[config.mk]
export PLATFORM = sky130hd
export DESIGN_NAME = data_bus_arbiter_flat
export DESIGN_NICKNAME = d
export VERILOG_FILES = /design/src/rtl/data_bus_arbiter_if.sv /design/src/rtl/data_bus_arbiter.sv /design/src/flat_wrapper.sv
export SDC_FILE = /design/constraint.sdc
export NUM_CORES = 1
export LEC_CHECK = 0
export BUFFER_PORTS_ARGS = -buffer_cell sky130_fd_sc_hd__buf_2
export CORE_AREA = 10 10 197 199
export CTS_CLUSTER_DIAMETER = 200
export DETAILED_ROUTE_END_ITERATION = 6
export DIE_AREA = 0 0 207 209
export GPL_TIMING_DRIVEN = 0
export REMOVE_ABC_BUFFERS = 1
export SETUP_SLACK_MARGIN = 0.1
export SLEW_MARGIN = 10
export SYNTH_ARGS = -nofsm -noshare
export SYNTH_HDL_FRONTEND = slang
export SYNTH_SLANG_ARGS = --single-unit
[constraint.sdc]
create_clock -name clk -period 2.1 [get_ports clk]
set_clock_uncertainty 0.15 [all_clocks]
set_input_delay 0 -clock clk [delete_from_list [all_inputs] [get_ports clk]]
set_output_delay 0 -clock clk [all_outputs]
set_load 0.02 [all_outputs]
[src/rtl/data_bus_arbiter_if.sv]
// Requester handshakes, data_bus signals and status of data_bus_arbiter.
// master = arbiter side; slave = requesters plus data_bus side.
interface data_bus_arbiter_if #(
    parameter int ADDR_W = 64,
    parameter int DATA_W = 64
);
    logic              if_req;
    logic [ADDR_W-1:0] if_addr;
    logic [DATA_W-1:0] if_rdata;
    logic              if_ack;
    logic              if_exc;
    logic              ls_req;
    logic              ls_rw;
    logic [ADDR_W-1:0] ls_addr;
    logic [DATA_W-1:0] ls_wdata;
    logic [DATA_W-1:0] ls_rdata;
    logic              ls_ack;
    logic              ls_exc;
    logic              bus_rw;
    logic [ADDR_W-1:0] bus_addr;
    logic [DATA_W-1:0] bus_write;
    logic [DATA_W-1:0] bus_read;
    logic              bus_exception;
    logic              busy;

    modport master (
        input  if_req, if_addr, ls_req, ls_rw, ls_addr, ls_wdata, bus_read, bus_exception,
        output if_rdata, if_ack, if_exc, ls_rdata, ls_ack, ls_exc,
               bus_rw, bus_addr, bus_write, busy
    );

    modport slave (
        output if_req, if_addr, ls_req, ls_rw, ls_addr, ls_wdata, bus_read, bus_exception,
        input  if_rdata, if_ack, if_exc, ls_rdata, ls_ack, ls_exc,
               bus_rw, bus_addr, bus_write, busy
    );
endinterface

[src/rtl/data_bus_arbiter.sv]
// Two-port (fetch / load-store) arbiter for the single data_bus, one transaction at a time.
// Define ARB_ROUND_ROBIN_EN for round-robin on collisions; default is fixed LS priority.
module data_bus_arbiter #(
    parameter int ADDR_W = 64,
    parameter int DATA_W = 64,
    parameter int RD_LAT = 1
) (
    input logic clk,
    input logic reset,
    data_bus_arbiter_if.master bus
);
    typedef enum logic [1:0] {IDLE, ACCESS, WAIT, RESP} state_t;
    typedef enum logic {OWNER_IF, OWNER_LS} owner_t;

    localparam logic [1:0] WAIT_LOAD = 2'(RD_LAT - 1);

    state_t            state;
    owner_t            owner;
    logic [1:0]        wait_cnt;
    owner_t            grant_sel;
    logic [ADDR_W-1:0] grant_addr;
    logic [DATA_W-1:0] grant_wdata;
`ifdef ARB_ROUND_ROBIN_EN
    owner_t            last_grant;
`endif

    always_comb begin
        // NOTE: every always_comb output gets a default first so no path can infer a latch.
        grant_sel = OWNER_IF;
`ifdef ARB_ROUND_ROBIN_EN
        if (bus.if_req && bus.ls_req)
            grant_sel = (last_grant == OWNER_IF) ? OWNER_LS : OWNER_IF;
        else if (bus.ls_req)
            grant_sel = OWNER_LS;
`else
        if (bus.ls_req)
            grant_sel = OWNER_LS;
`endif
        grant_addr  = (grant_sel == OWNER_LS) ? bus.ls_addr : bus.if_addr;
        grant_wdata = (grant_sel == OWNER_LS) ? bus.ls_wdata : '0;
    end

    // NOTE: all state and registered outputs use non-blocking assignments so every
    // register samples pre-edge values regardless of statement order.
    always_ff @(posedge clk) begin
        if (reset) begin
            state         <= IDLE;
            owner         <= OWNER_IF;
            wait_cnt      <= '0;
            bus.if_rdata  <= '0;
            bus.if_ack    <= 1'b0;
            bus.if_exc    <= 1'b0;
            bus.ls_rdata  <= '0;
            bus.ls_ack    <= 1'b0;
            bus.ls_exc    <= 1'b0;
            bus.bus_rw    <= 1'b0;
            bus.bus_addr  <= '0;
            bus.bus_write <= '0;
            bus.busy      <= 1'b0;
`ifdef ARB_ROUND_ROBIN_EN
            last_grant    <= OWNER_IF;
`endif
        end else begin
            bus.if_ack <= 1'b0;
            bus.ls_ack <= 1'b0;
            case (state)
                IDLE: begin
                    // A req still high during its own ack cycle is the finished one, not a new one.
                    if ((bus.if_req || bus.ls_req) && !(bus.if_ack || bus.ls_ack)) begin
                        owner         <= grant_sel;
                        bus.bus_addr  <= grant_addr;
                        bus.bus_write <= grant_wdata;
                        bus.bus_rw    <= (grant_sel == OWNER_LS) && bus.ls_rw;
                        bus.busy      <= 1'b1;
                        state         <= ACCESS;
`ifdef ARB_ROUND_ROBIN_EN
                        last_grant    <= grant_sel;
`endif
                    end
                end
                ACCESS: begin
                    bus.bus_rw <= 1'b0;
                    wait_cnt   <= WAIT_LOAD;
                    state      <= (RD_LAT > 1) ? WAIT : RESP;
                end
                WAIT: begin
                    wait_cnt <= wait_cnt - 2'd1;
                    if (wait_cnt <= 2'd1)
                        state <= RESP;
                end
                RESP: begin
                    if (owner == OWNER_IF) begin
                        bus.if_rdata <= bus.bus_read;
                        bus.if_exc   <= bus.bus_exception;
                        bus.if_ack   <= 1'b1;
                    end else begin
                        bus.ls_rdata <= bus.bus_read;
                        bus.ls_exc   <= bus.bus_exception;
                        bus.ls_ack   <= 1'b1;
                    end
                    bus.busy <= 1'b0;
                    state    <= IDLE;
                end
                default: state <= IDLE;
            endcase
        end
    end
endmodule

[src/flat_wrapper.sv]
// flat-port wrapper written by rule: the top's interface ports become plain ports
module data_bus_arbiter_flat 
#(
    parameter int ADDR_W = 64,
    parameter int DATA_W = 64,
    parameter int RD_LAT = 1
)
  (clk, reset, bus_if_req, bus_if_addr, bus_ls_req, bus_ls_rw, bus_ls_addr, bus_ls_wdata, bus_bus_read, bus_bus_exception, bus_if_rdata, bus_if_ack, bus_if_exc, bus_ls_rdata, bus_ls_ack, bus_ls_exc, bus_bus_rw, bus_bus_addr, bus_bus_write, bus_busy);
  data_bus_arbiter_if #(.ADDR_W(ADDR_W), .DATA_W(DATA_W)) bus_i ();
  input logic clk;
  input logic reset;
  input wire logic [$bits(bus_i.if_req)-1:0] bus_if_req;
  input wire logic [$bits(bus_i.if_addr)-1:0] bus_if_addr;
  input wire logic [$bits(bus_i.ls_req)-1:0] bus_ls_req;
  input wire logic [$bits(bus_i.ls_rw)-1:0] bus_ls_rw;
  input wire logic [$bits(bus_i.ls_addr)-1:0] bus_ls_addr;
  input wire logic [$bits(bus_i.ls_wdata)-1:0] bus_ls_wdata;
  input wire logic [$bits(bus_i.bus_read)-1:0] bus_bus_read;
  input wire logic [$bits(bus_i.bus_exception)-1:0] bus_bus_exception;
  output wire logic [$bits(bus_i.if_rdata)-1:0] bus_if_rdata;
  output wire logic [$bits(bus_i.if_ack)-1:0] bus_if_ack;
  output wire logic [$bits(bus_i.if_exc)-1:0] bus_if_exc;
  output wire logic [$bits(bus_i.ls_rdata)-1:0] bus_ls_rdata;
  output wire logic [$bits(bus_i.ls_ack)-1:0] bus_ls_ack;
  output wire logic [$bits(bus_i.ls_exc)-1:0] bus_ls_exc;
  output wire logic [$bits(bus_i.bus_rw)-1:0] bus_bus_rw;
  output wire logic [$bits(bus_i.bus_addr)-1:0] bus_bus_addr;
  output wire logic [$bits(bus_i.bus_write)-1:0] bus_bus_write;
  output wire logic [$bits(bus_i.busy)-1:0] bus_busy;
  assign bus_i.if_req = bus_if_req;
  assign bus_i.if_addr = bus_if_addr;
  assign bus_i.ls_req = bus_ls_req;
  assign bus_i.ls_rw = bus_ls_rw;
  assign bus_i.ls_addr = bus_ls_addr;
  assign bus_i.ls_wdata = bus_ls_wdata;
  assign bus_i.bus_read = bus_bus_read;
  assign bus_i.bus_exception = bus_bus_exception;
  assign bus_if_rdata = bus_i.if_rdata;
  assign bus_if_ack = bus_i.if_ack;
  assign bus_if_exc = bus_i.if_exc;
  assign bus_ls_rdata = bus_i.ls_rdata;
  assign bus_ls_ack = bus_i.ls_ack;
  assign bus_ls_exc = bus_i.ls_exc;
  assign bus_bus_rw = bus_i.bus_rw;
  assign bus_bus_addr = bus_i.bus_addr;
  assign bus_bus_write = bus_i.bus_write;
  assign bus_busy = bus_i.busy;
  data_bus_arbiter #(.ADDR_W(ADDR_W), .DATA_W(DATA_W), .RD_LAT(RD_LAT)) u_core (.clk(clk), .reset(reset), .bus(bus_i));
endmodule
# After elaboration in Yosys (flattened, before gate mapping)
# Cells that the tools add are included.
# W data, S select, Z words.
# word_totals
regBits	267
in_bits	262
output_inout_bits	262
wordCells	51
# op_classes
n_addsub	1
magnitude_cmp	1
n_eq_ne	5
muxes	13
bitwise_logic	2
n_reduce_logical	16
# op_table
cell	count
$mux W64	2
$reduce_and A2 Y1	6
$pmux W2 S4	1
$reduce_bool A2 Y1	3
$mux W1	5
$eq A2 B2 Y1 const B	2
$mux W2	2
$ne A2 B1 Y1 const B	2
$pmux W1 S2	2
$pmux W2 S2	1
$eq A2 B1 Y1 const B	1
$le A2 B1 Y1 const B	1
$logic_and A1 B1 Y1	2
$logic_not A2 Y1	1
$logic_or A1 B1 Y1	2
$not A1 Y1	2
$reduce_or A2 Y1	1
$sub A2 B1 Y2 const B	1
$logic_not A1 Y1	1

# Longest topological paths before layout
# Gate-level depths: netlist of run 1.
# depth
depth_word	5
mapped_depth	8
ltp_nobuf	5

# Worst setup path after synthesis of run 1
# OpenSTA, ideal clock, no wires.
# synth_path
path_type	flip-flop to flip-flop
startpoint	reg u_core.state[0]
endpoint	reg u_core.bus.bus_addr[43] (netlist name)
setup_time_ns	0.146
arrival_time_ns	1.349
required_ns	1.804
path_slack_ns	0.455
path_stages_with_launch	9
path_buffers	3
period_less_slack_ns	1.645
cell_sequence	dfxtp_1 > inv_1 > ha_1 > o211a_1 > buf_4 > buf_6 > buf_4 > nor2_1 > a211oi_2
# synth_via
elab_chain_cells	2
# synth_lines
element	line	source
from (decl)	data_bus_arbiter.sv:17	state_t state;
from (signal assigned)	data_bus_arbiter.sv:84	state <= (RD_LAT > 1) ? WAIT : RESP;
$logic_not A2 Y1	data_bus_arbiter.sv:66	case (state)
$reduce_and A2 Y1 (no source line)	n/a	
to (signal assigned)	data_bus_arbiter.sv:71	bus.bus_addr <= grant_addr;
to (decl)	data_bus_arbiter_if.sv:29	bus_rw, bus_addr, bus_write, busy
# Every way passes these cells.
# A chain may end at the register's enable or synchronous reset.

# Worst setup path after layout of run 1
# layout_path
startpoint	reg u_core.state[1]
endpoint	reg u_core.bus.bus_write[28] (netlist name)
# layout_via
elab_chain_cells	2
# layout_lines
element	line	source
$logic_not A2 Y1	data_bus_arbiter.sv:66	
$reduce_and A2 Y1 (no source line)	n/a	
to (signal assigned)	data_bus_arbiter.sv:72	bus.bus_write <= grant_wdata;
to (decl)	data_bus_arbiter_if.sv:29	
# Every way passes these cells.

==> results.json, run 1 <==
{
  "synth_edf_count": 0,
  "drc": 0,
  "ctsLongestPathBuffers": 3,
  "clock_sinks": 267,
  "grt_pass1_vias": 11900,
  "synth_area_mm2": 0.0102,
  "final_area_mm2": 0.0172,
  "rows": 69,
  "synth_common_cells": "nand2_1 (328), dfxtp_1 (267), a21oi_1 (198)",
  "die_x_um": 207,
  "timing.hold.ws_ns": 0.0966,
  "critPathKind": "flip-flop to flip-flop",
  "rsz0062_at_grt": "no",
  "finalCritPeriodShare_pct": 92.3,
  "status": "finished, final reports clean",
  "synth-compound-area-share_pct": 16.5,
  "antenna_found_initial": 7,
  "die_area_mm2": 0.0433,
  "area_delta_synth_final_pct": 68.3,
  "tritoncts": "done",
  "clock_latency_ns": 0.55,
  "synthMuxAreaShare_pct": 6.49,
  "synth_xor_area_share_pct": 0,
  "via_count": 11500,
  "maxCapViolCount": 0,
  "final_nets": 2201,
  "crit_fanout": 11,
  "synth_top_family_by_area": "simple AND/OR/NAND/NOR gates",
  "required_ns": 2.36,
  "dr.pass1.iters": 5,
  "synth_seq_cells": 267,
  "dp_cells": 2083,
  "yosysSeqAreaShare_pct": 52.4,
  "drt_iter0_drc": 682,
  "layout.cells.non_filler": 2425,
  "synth.distinct_cells": 25,
  "n_fill_cell": 3190,
  "cp-start-kind": "flip-flop",
  "grt_pass1_wl_mm": 66.1,
  "cts.clk_slew.worst_paths_ns": 0.06,
  "finalMaxSlewViolations": 0,
  "synth-adder-area-share_pct": 0.736,
  "hold_class": "input port to flip-flop",
  "synthSimpleGateAreaFrac_pct": 18.5,
  "yosysWarnings": 0,
  "synthCells": 1186,
  "hold_viol_final": 0,
  "detail_route.wl_per_cell_um": 18.1,
  "vdd_ir_drop_max_mv": 0.768,
  "avgViaCountPerCell": 4.75,
  "synth.most_common_cell": "nand2_1",
  "gp_congestion": 0.866,
  "syn_avg_cell_area_um2": 8.60,
  "worstMarginPinSlew_ns": 0.849,
  "tns_ns": 0,
  "synthFlopType": "dfxtp_1",
  "root_buffer": "clkbuf_16",
  "leakage_uw": 0.00766,
  "wirelength_mm": 44.0,
  "global_route.overflow_total": 0,
  "maxSlewHeadroom_pct": 43.4,
  "dp_hpwl_mm": 28.2,
  "critPathCaptureType": "flip-flop",
  "grt_max_degree": 136,
  "place_area_mm2": 0.0132,
  "yosysTopAreaCellShare_pct": 52.4,
  "async_flop_share_pct": 0,
  "core_mm2": 0.0351,
  "ant_nets": 0,
  "portBuffers": 523,
  "total_power_uw": 16400,
  "cts_made_buffers": 30,
  "synth_top_cell_by_area": "dfxtp_1",
  "cts_max_level": 1,
  "fmax_ghz": 0.516,
  "period_minus_slack_ns": 1.94,
  "num_io_pins": 524,
  "setup_viol": 0,
  "power.density_mw_per_mm2": 957,
  "drive_above_1_share_pct": 33.5,
  "grt_usage_pct": 18.5,
  "start_util_pct": 29.1,
  "cp.arrival_ns": 2.20,
  "synth_area_leaders": "dfxtp_1 (52%), nand2_1 (12%), a21oi_1 (9.7%)",
  "die_y_um": 209
}
[power breakdown]
| part | total, µW | internal, µW | switching, µW | leakage, µW |
|---|---|---|---|---|
| clock network | 5560 | 3440 | 2120 | 0.000527 |
| registers | 6020 | 5690 | 335 | 0.00218 |
| logic | 4840 | 1940 | 2900 | 0.00496 |
| total | 16400 | 11100 | 5350 | 0.00766 |
[cells in the final DEF (no fill, tap or decap), types with 6 or more instances in the layout]
cell type,Yosys,final
dfxtp_1,267,265
nand2_1,328,327
nand3_1,66,66
mux2i_1,65,65
buf_4,12,10
diode_2,0,7
buf_2,32,521
clkbuf_16,0,33
nor2_1,70,69
clkbuf_8,0,11
buf_16,0,6
a21oi_1,198,197
a211oi_1,31,31
dlygate4sd3_1,0,262
a211oi_2,34,34
[area by class of cell]
type | count | area, µm² | area share (%)
Sequential cell | 267 | 5350 | 31.2
Inverter | 4 | 15.0 | 0.0875
Timing Repair Buffer | 814 | 5730 | 33.4
Clock inverter | 11 | 141 | 0.824
Tap cell | 461 | 577 | 3.36
Multi-Input combinational cell | 816 | 4400 | 25.6
Clock buffer | 45 | 938 | 5.47
Antenna cell | 7 | 17.5 | 0.102
[layer usage]
layer  vias up  part of all wire [%]  GRT usage (%)  routed length [µm]
met3       137                   6.5           4.83                2880
met2       462                    51           33.0               22400
li1       5490                     -              -                   -
met5         -                     0              0                   0
met1      5423                    38           19.6               16500
met4         0                   5.0           9.92                2220
[critical path, cell delays in order (launching register included)]
cell and delay (ns):
dfxtp_4 0.36, inv_2 0.08, ha_4 0.18, o211ai_1 0.15
buf_4 0.19, buf_8 0.14, buf_6 0.13, buf_8 0.14
buf_8 0.13, nand2_1 0.07, a21oi_2 0.05
[flip-flops by register name, indices dropped and copies added (netlist names)]
| name | cells |
|---|---|
| u_core.bus.ls_ack | 1 |
| u_core.bus.bus_addr | 64 |
| u_core.bus.bus_rw | 1 |
| u_core.bus.busy | 1 |
| u_core.bus.if_rdata | 64 |
| u_core.owner | 1 |
| u_core.bus.ls_rdata | 64 |
| u_core.bus.bus_write | 64 |
| u_core.state | 2 |
| u_core.bus.if_exc | 1 |
| u_core.wait_cnt | 2 |
| u_core.bus.ls_exc | 1 |
| u_core.bus.if_ack | 1 |
[worst paths after layout]
kind                       startpoint                  endpoint  slack (ns)  depth (start not counted)
max                   u_core.state[1]  u_core.bus.bus_write[28]        0.16                         10
min                  bus_bus_read[45]   u_core.bus.ls_rdata[45]         0.1                          4
max reg2reg           u_core.state[1]  u_core.bus.bus_write[28]        0.16                         10
min reg2reg  u_core.bus.bus_write[35]  u_core.bus.bus_write[35]        0.30                          2
[logic make-up after synthesis]
group | Yosys count
DFF | 267
and+or+nand+nor | 474
muxes | 66
buffers and inverters | 106
AOI/OAI and AO/OA | 267
adders and majority gates | 6
[metrics by stage]
step                      setup WS (ns)  util [%]
after global placement            -6.02      36.7
after detailed placement         -0.506      37.6
after CTS                       0.00887      48.5
after global routing             0.0864      49.0
after floorplan                   -2.45         -
final                             0.161      49.0
[what timing repair did]
action / in CTS / in global routing
endpoints found under the hold margin: 266 / 0
setup buffers: 2 / 8
cloned: 2 / 3
hold buffers: 264 / 0
pin swaps: 0 / 1
endpoints found under the setup margin: 188 / 157
gates resized for setup: 8 / 11
(Power assumes the default switching activity.)
==> run 2: changes to the inputs <==
BUFFER_PORTS_ARGS = -buffer_cell sky130_fd_sc_hd__buf_4   (was -buffer_cell sky130_fd_sc_hd__buf_2)
CORE_AREA = 10 10 194 196   (was 10 10 197 199)
DIE_AREA = 0 0 204 206   (was 0 0 207 209)
clock period = 2.35 ns   (was 2.1 ns; I/O delays follow)
==> run 2 against run 1 <==
Against the previous run:
- global-route usage grew 1.2 points
- combinational power shrank 4.8%
- first-iteration DRC count down 5.0%
- register-to-register slack gained 0.08 ns
- worst hold slack better by 0.013 ns
- count of clock-buffer cells in the layout is 3 higher
- total power down 11%
==> results.json, run 2 (same netlist as run 1, synthesis figures left out) <==
{
  "required_ns": 2.62,
  "rows": 68,
  "finalCritPeriodShare_pct": 92.3,
  "critPathCaptureType": "flip-flop",
  "core_mm2": 0.0339,
  "total_power_uw": 14600,
  "global_route.overflow_total": 0,
  "grt_usage_pct": 19.7,
  "leakage_uw": 0.00777,
  "drt_iter0_drc": 648,
  "worstMarginPinSlew_ns": 0.867,
  "vdd_ir_drop_max_mv": 0.586,
  "cts_max_level": 1,
  "worstRegToRegCells": 7,
  "grt_pass1_vias": 11400,
  "die_y_um": 206,
  "dr.pass1.iters": 5,
  "grt_pass1_wl_mm": 66.4,
  "cp.arrival_ns": 2.44,
  "hp-start": "bus_bus_read[5]",
  "gp_congestion": 0.898,
  "via_count": 11200,
  "finalMaxSlewViolations": 0,
  "rsz0062_at_grt": "yes",
  "cp-startpoint": "bus_ls_req",
  "status": "finished, final reports clean",
  "timing.hold.ws_ns": 0.110,
  "ant_nets": 0,
  "cts.clk_slew.worst_paths_ns": 0.06,
  "power.density_mw_per_mm2": 802,
  "globalRouteMet1Util_pct": 21.6,
  "setup_viol": 0,
  "grt_util_met3_pct": 4.86,
  "cts_made_buffers": 30,
  "drc": 0,
  "die_area_mm2": 0.0420,
  "wirelength_mm": 44.8,
  "gr-max-usage-layer": "met2",
  "holdPathStages": 4,
  "portBuffers": 523,
  "clock_latency_ns": 0.55,
  "layout_common_cells": "buf_4 (529), nand2_1 (327), dfxtp_1 (266), dlygate4sd3_1 (261), a21oi_1 (198)",
  "n_fill_cell": 2969,
  "crit_fanout": 70,
  "root_buffer": "clkbuf_16",
  "detail_route.wl_per_cell_um": 18.6,
  "clock_sinks": 267,
  "use_met2_pct": 34.3,
  "cp-start-kind": "input port",
  "hold_class": "input port to flip-flop",
  "multi_input_comb_area_mm2": 0.00437,
  "dp_hpwl_mm": 29.9,
  "place_area_mm2": 0.0145,
  "die_x_um": 204,
  "tritoncts": "done",
  "final_common_cell": "buf_4",
  "ctsLongestPathBuffers": 3,
  "final_area_mm2": 0.0182,
  "avgViaCountPerCell": 4.66,
  "start_util_pct": 30.0,
  "maxCapViolCount": 0,
  "place_ws_ns": -0.336,
  "num_io_pins": 524,
  "hold_viol_final": 0,
  "antenna_found_initial": 5,
  "critPathKind": "input port to flip-flop",
  "grt_max_degree": 121,
  "r2r-start": "u_core.state[0]",
  "worst_slack_ns": 0.181,
  "reg2reg_slack_ns": 0.24,
  "seq_area_mm2": 0.00535,
  "area_delta_synth_final_pct": 78.6,
  "maxSlewHeadroom_pct": 42.2,
  "period_minus_slack_ns": 2.17,
  "final_nets": 2192,
  "fmax_ghz": 0.461,
  "drive_above_1_share_pct": 32.7
}
## run 2: changes by cell type in the layout (fill, tap and decap cells not counted), moves of 3 or more
cell | previous run | this run
buf_2 | 521 | 0
buf_12 | 5 | 2
buf_4 | 10 | 529
bufinv_16 | 3 | 0
clkbuf_1 | 3 | 6
## run 2: per-layer routing
layer | vias up | routed length [µm]
met5 | - | 0
met3 | 138 | 2870
met1 | 5190 | 16800
met4 | 0 | 2780
li1 | 5466 | -
met2 | 406 | 22400
## run 2: final timing paths
path                         endpoint
max reg2reg   u_core.bus.bus_addr[61]
max           u_core.bus.bus_addr[13]
min reg2reg  u_core.bus.bus_write[44]
min            u_core.bus.if_rdata[5]
## run 2: what timing repair did
action,4_1_cts,5_1_grt
pin swaps,1,0
gates cloned,2,1
endpoints found under the setup margin,92,78
endpoints found under the hold margin,263,0
hold buffers,261,0
gates resized for setup,1,6
setup buffers,2,3
## run 2: area by class of cell
class	count	area share, %
Antenna cell	5	0.0687
Clock buffer	48	5.22
Clock inverter	4	0.137
Inverter	4	0.0825
Multi-Input combinational cell	815	24.0
Sequential cell	267	29.4
Tap cell	455	3.13
Timing Repair Buffer	806	38.0
## run 2: stage by stage
| step | util (%) | setup TNS [ns] | std cells |
|---|---|---|---|
| finish | 53.6 | 0 | 2404 |
| global route | 53.6 | 0 | 2404 |
| CTS | 53.4 | 0 | 2395 |
| detailed placement | 42.7 | -10.08 | 2078 |
| global placement | 41.7 | -845.23 | 2062 |
| floorplan | - | -341.18 | 1084 |
## run 2: where the power goes
part / leakage [µW] / internal (µW) / total [µW] / switching [µW]
Combinational: 0.00512 / 2030 / 4610 / 2580
Clock: 0.000476 / 2730 / 4610 / 1880
Sequential: 0.00217 / 5080 / 5380 / 301
Total: 0.00777 / 9840 / 14600 / 4770
## run 2: critical path, cell delays in order
cell	delay, ns
dlygate4sd3_1	0.56
buf_8	0.39
buf_16	0.38
mux2i_1	0.31
dlygate4sd3_1	0.61
a211oi_1	0.07
==> run 3: changes to the inputs <==
CORE_AREA = 10 10 196 198   (was 10 10 194 196)
CTS_BUF_LIST = sky130_fd_sc_hd__clkbuf_8   (was default)
CTS_CLUSTER_SIZE = 14   (was default)
DIE_AREA = 0 0 206 208   (was 0 0 204 206)
==> run 3 against run 2 <==
Against the previous run:
- critical path depth unchanged
- cell count decreased by 0.67%
- highest routed layer unchanged
- largest power group unchanged
- non-clock buffer count increased by 17
- critical endpoint is now u_core.bus.bus_addr[51]
- flip-flop and latch count unchanged
==> results.json, run 3 (same netlist as run 1, synthesis figures left out) <==
{
  "avgViaCountPerCell": 4.68,
  "detail_route.wl_per_cell_um": 18.6,
  "timing.hold.ws_ns": 0.100,
  "hp-start": "bus_bus_read[41]",
  "leakage_uw": 0.00757,
  "maxSlewHeadroom_pct": 44.1,
  "tns_ns": 0,
  "cts_made_buffers": 23,
  "netSwitchingPower_uw": 4440,
  "drc": 0,
  "core_mm2": 0.0344,
  "dr.pass1.iters": 5,
  "grt_pass1_vias": 11400,
  "grt_pass1_wl_mm": 66.7,
  "grt_max_degree": 136,
  "clock_sinks": 267,
  "reg2reg_slack_ns": 0.16,
  "required_ns": 2.59,
  "die_area_mm2": 0.0428,
  "cp-startpoint": "bus_ls_req",
  "critPathCaptureType": "flip-flop",
  "start_util_pct": 29.7,
  "cp.arrival_ns": 2.46,
  "die_x_um": 206,
  "switching_share_pct": 35.4,
  "area_delta_synth_final_pct": 74.2,
  "cts_max_level": 1,
  "clockPowerShare_pct": 19.6,
  "r2r-start": "u_core.state[0]",
  "dp_hpwl_mm": 29.8,
  "place_ws_ns": -0.225,
  "cp-start-kind": "input port",
  "critPathKind": "input port to flip-flop",
  "final_nets": 2201,
  "rows": 68,
  "dp_cells": 2077,
  "crit_fanout": 81,
  "via_count": 11200,
  "drt_iter0_drc": 612,
  "status": "finished, final reports clean",
  "die_y_um": 208,
  "drive_above_1_share_pct": 31.6,
  "grt_usage_pct": 19.3,
  "worstMarginPinSlew_ns": 0.838,
  "hold_viol_final": 0,
  "ctsLongestPathBuffers": 3,
  "vdd_ir_drop_max_mv": 0.499,
  "clock_latency_ns": 0.56,
  "final_area_mm2": 0.0178,
  "seqPwrFrac_pct": 42.8,
  "finalMaxSlewViolations": 0,
  "cts.clk_slew.worst_paths_ns": 0.10,
  "intPower_uw": 8120,
  "layout_common_cells": "buf_4 (528), nand2_1 (327), dlygate4sd3_1 (280), dfxtp_1 (267), a21oi_1 (198)",
  "ant_nets": 0,
  "layout.cells.non_filler": 2388,
  "multi_input_comb_area_mm2": 0.00437,
  "num_io_pins": 524,
  "final_common_cell": "buf_4",
  "fmax_ghz": 0.451,
  "finalCritPeriodShare_pct": 94.3,
  "root_buffer": "clkbuf_8",
  "tritoncts": "done",
  "period_minus_slack_ns": 2.22,
  "pwr-share-comb_pct": 37.6,
  "rsz0062_at_grt": "no",
  "power.density_mw_per_mm2": 707,
  "setup_viol": 0,
  "wirelength_mm": 44.4,
  "antenna_found_initial": 0,
  "portBuffers": 523,
  "n_fill_cell": 3129,
  "seq_area_mm2": 0.00535,
  "worst_slack_ns": 0.133,
  "global_route.overflow_total": 0,
  "diodes": 0,
  "maxCapViolCount": 0,
  "place_area_mm2": 0.0145,
  "hold_class": "input port to flip-flop",
  "gp_congestion": 0.816
}
[run 3: cell types whose count changed in the layout (fill, tap and decap cells not counted), moves of 2 or more]
cell,previous run,this run
clkbuf_16,32,1
dlygate4sd3_1,261,280
clkbuf_8,11,23
clkbuf_1,6,0
diode_2,5,0
buf_6,4,2
bufbuf_16,0,2
clkinv_2,2,0
clkinvlp_4,2,0
[run 3: repair_timing]
action | CTS | global route
hold buffers | 279 | 1
hold endpoints to repair | 267 | 107
gates resized for setup | 0 | 5
endpoints found under the setup margin | 74 | 34
gates cloned | 3 | 1
buffers inserted | 2 | 0
[run 3: final timing paths]
path,end,cells after the start
worst max-delay path,u_core.bus.bus_addr[51],6
worst max register to register,u_core.bus.bus_write[32],7
worst min-delay path,u_core.bus.ls_rdata[41],4
worst min register to register,u_core.bus.bus_write[22],2
[run 3: layout make-up]
class | count | share of cell area, %
clock buffer | 23 | 1.78
inverter | 4 | 0.0845
clock inverter | 2 | 0.113
tap | 455 | 3.21
sequential | 267 | 30.1
multi-input combinational | 814 | 24.6
timing repair buffer | 823 | 40.1
[run 3: metal layers]
metal,vias up,GRT usage [%],part of all wire (%)
met5,-,0,0
met4,0,6.60,3.7
met3,80,4.10,6.0
met2,359,35.5,53
met1,5301,21.2,38
li1,5440,-,-
[run 3: metrics by stage]
step                      utilization, %  power (µW)
final                               51.7       12600
after detailed placement            42.1        9530
after CTS                           51.5       12600
after global placement              41.2        8790
after floorplan                        -        7530
after global routing                51.7       13200
[run 3: critical path, stage by stage]
cell	delay [ns]
dlygate4sd3_1	0.56
buf_6	0.42
buf_16	0.40
mux2i_1	0.29
dlygate4sd3_1	0.60
a211oi_2	0.08
[run 3: power by group through the flow]
stage               clock (µW)  combinational [µW]  sequential, µW
floorplan                    0                1450            6080
global placement             0                3470            5320
detailed placement           0                4060            5460
CTS                       2570                4680            5370
global route              2710                5070            5440
finish                    2460                4730            5370
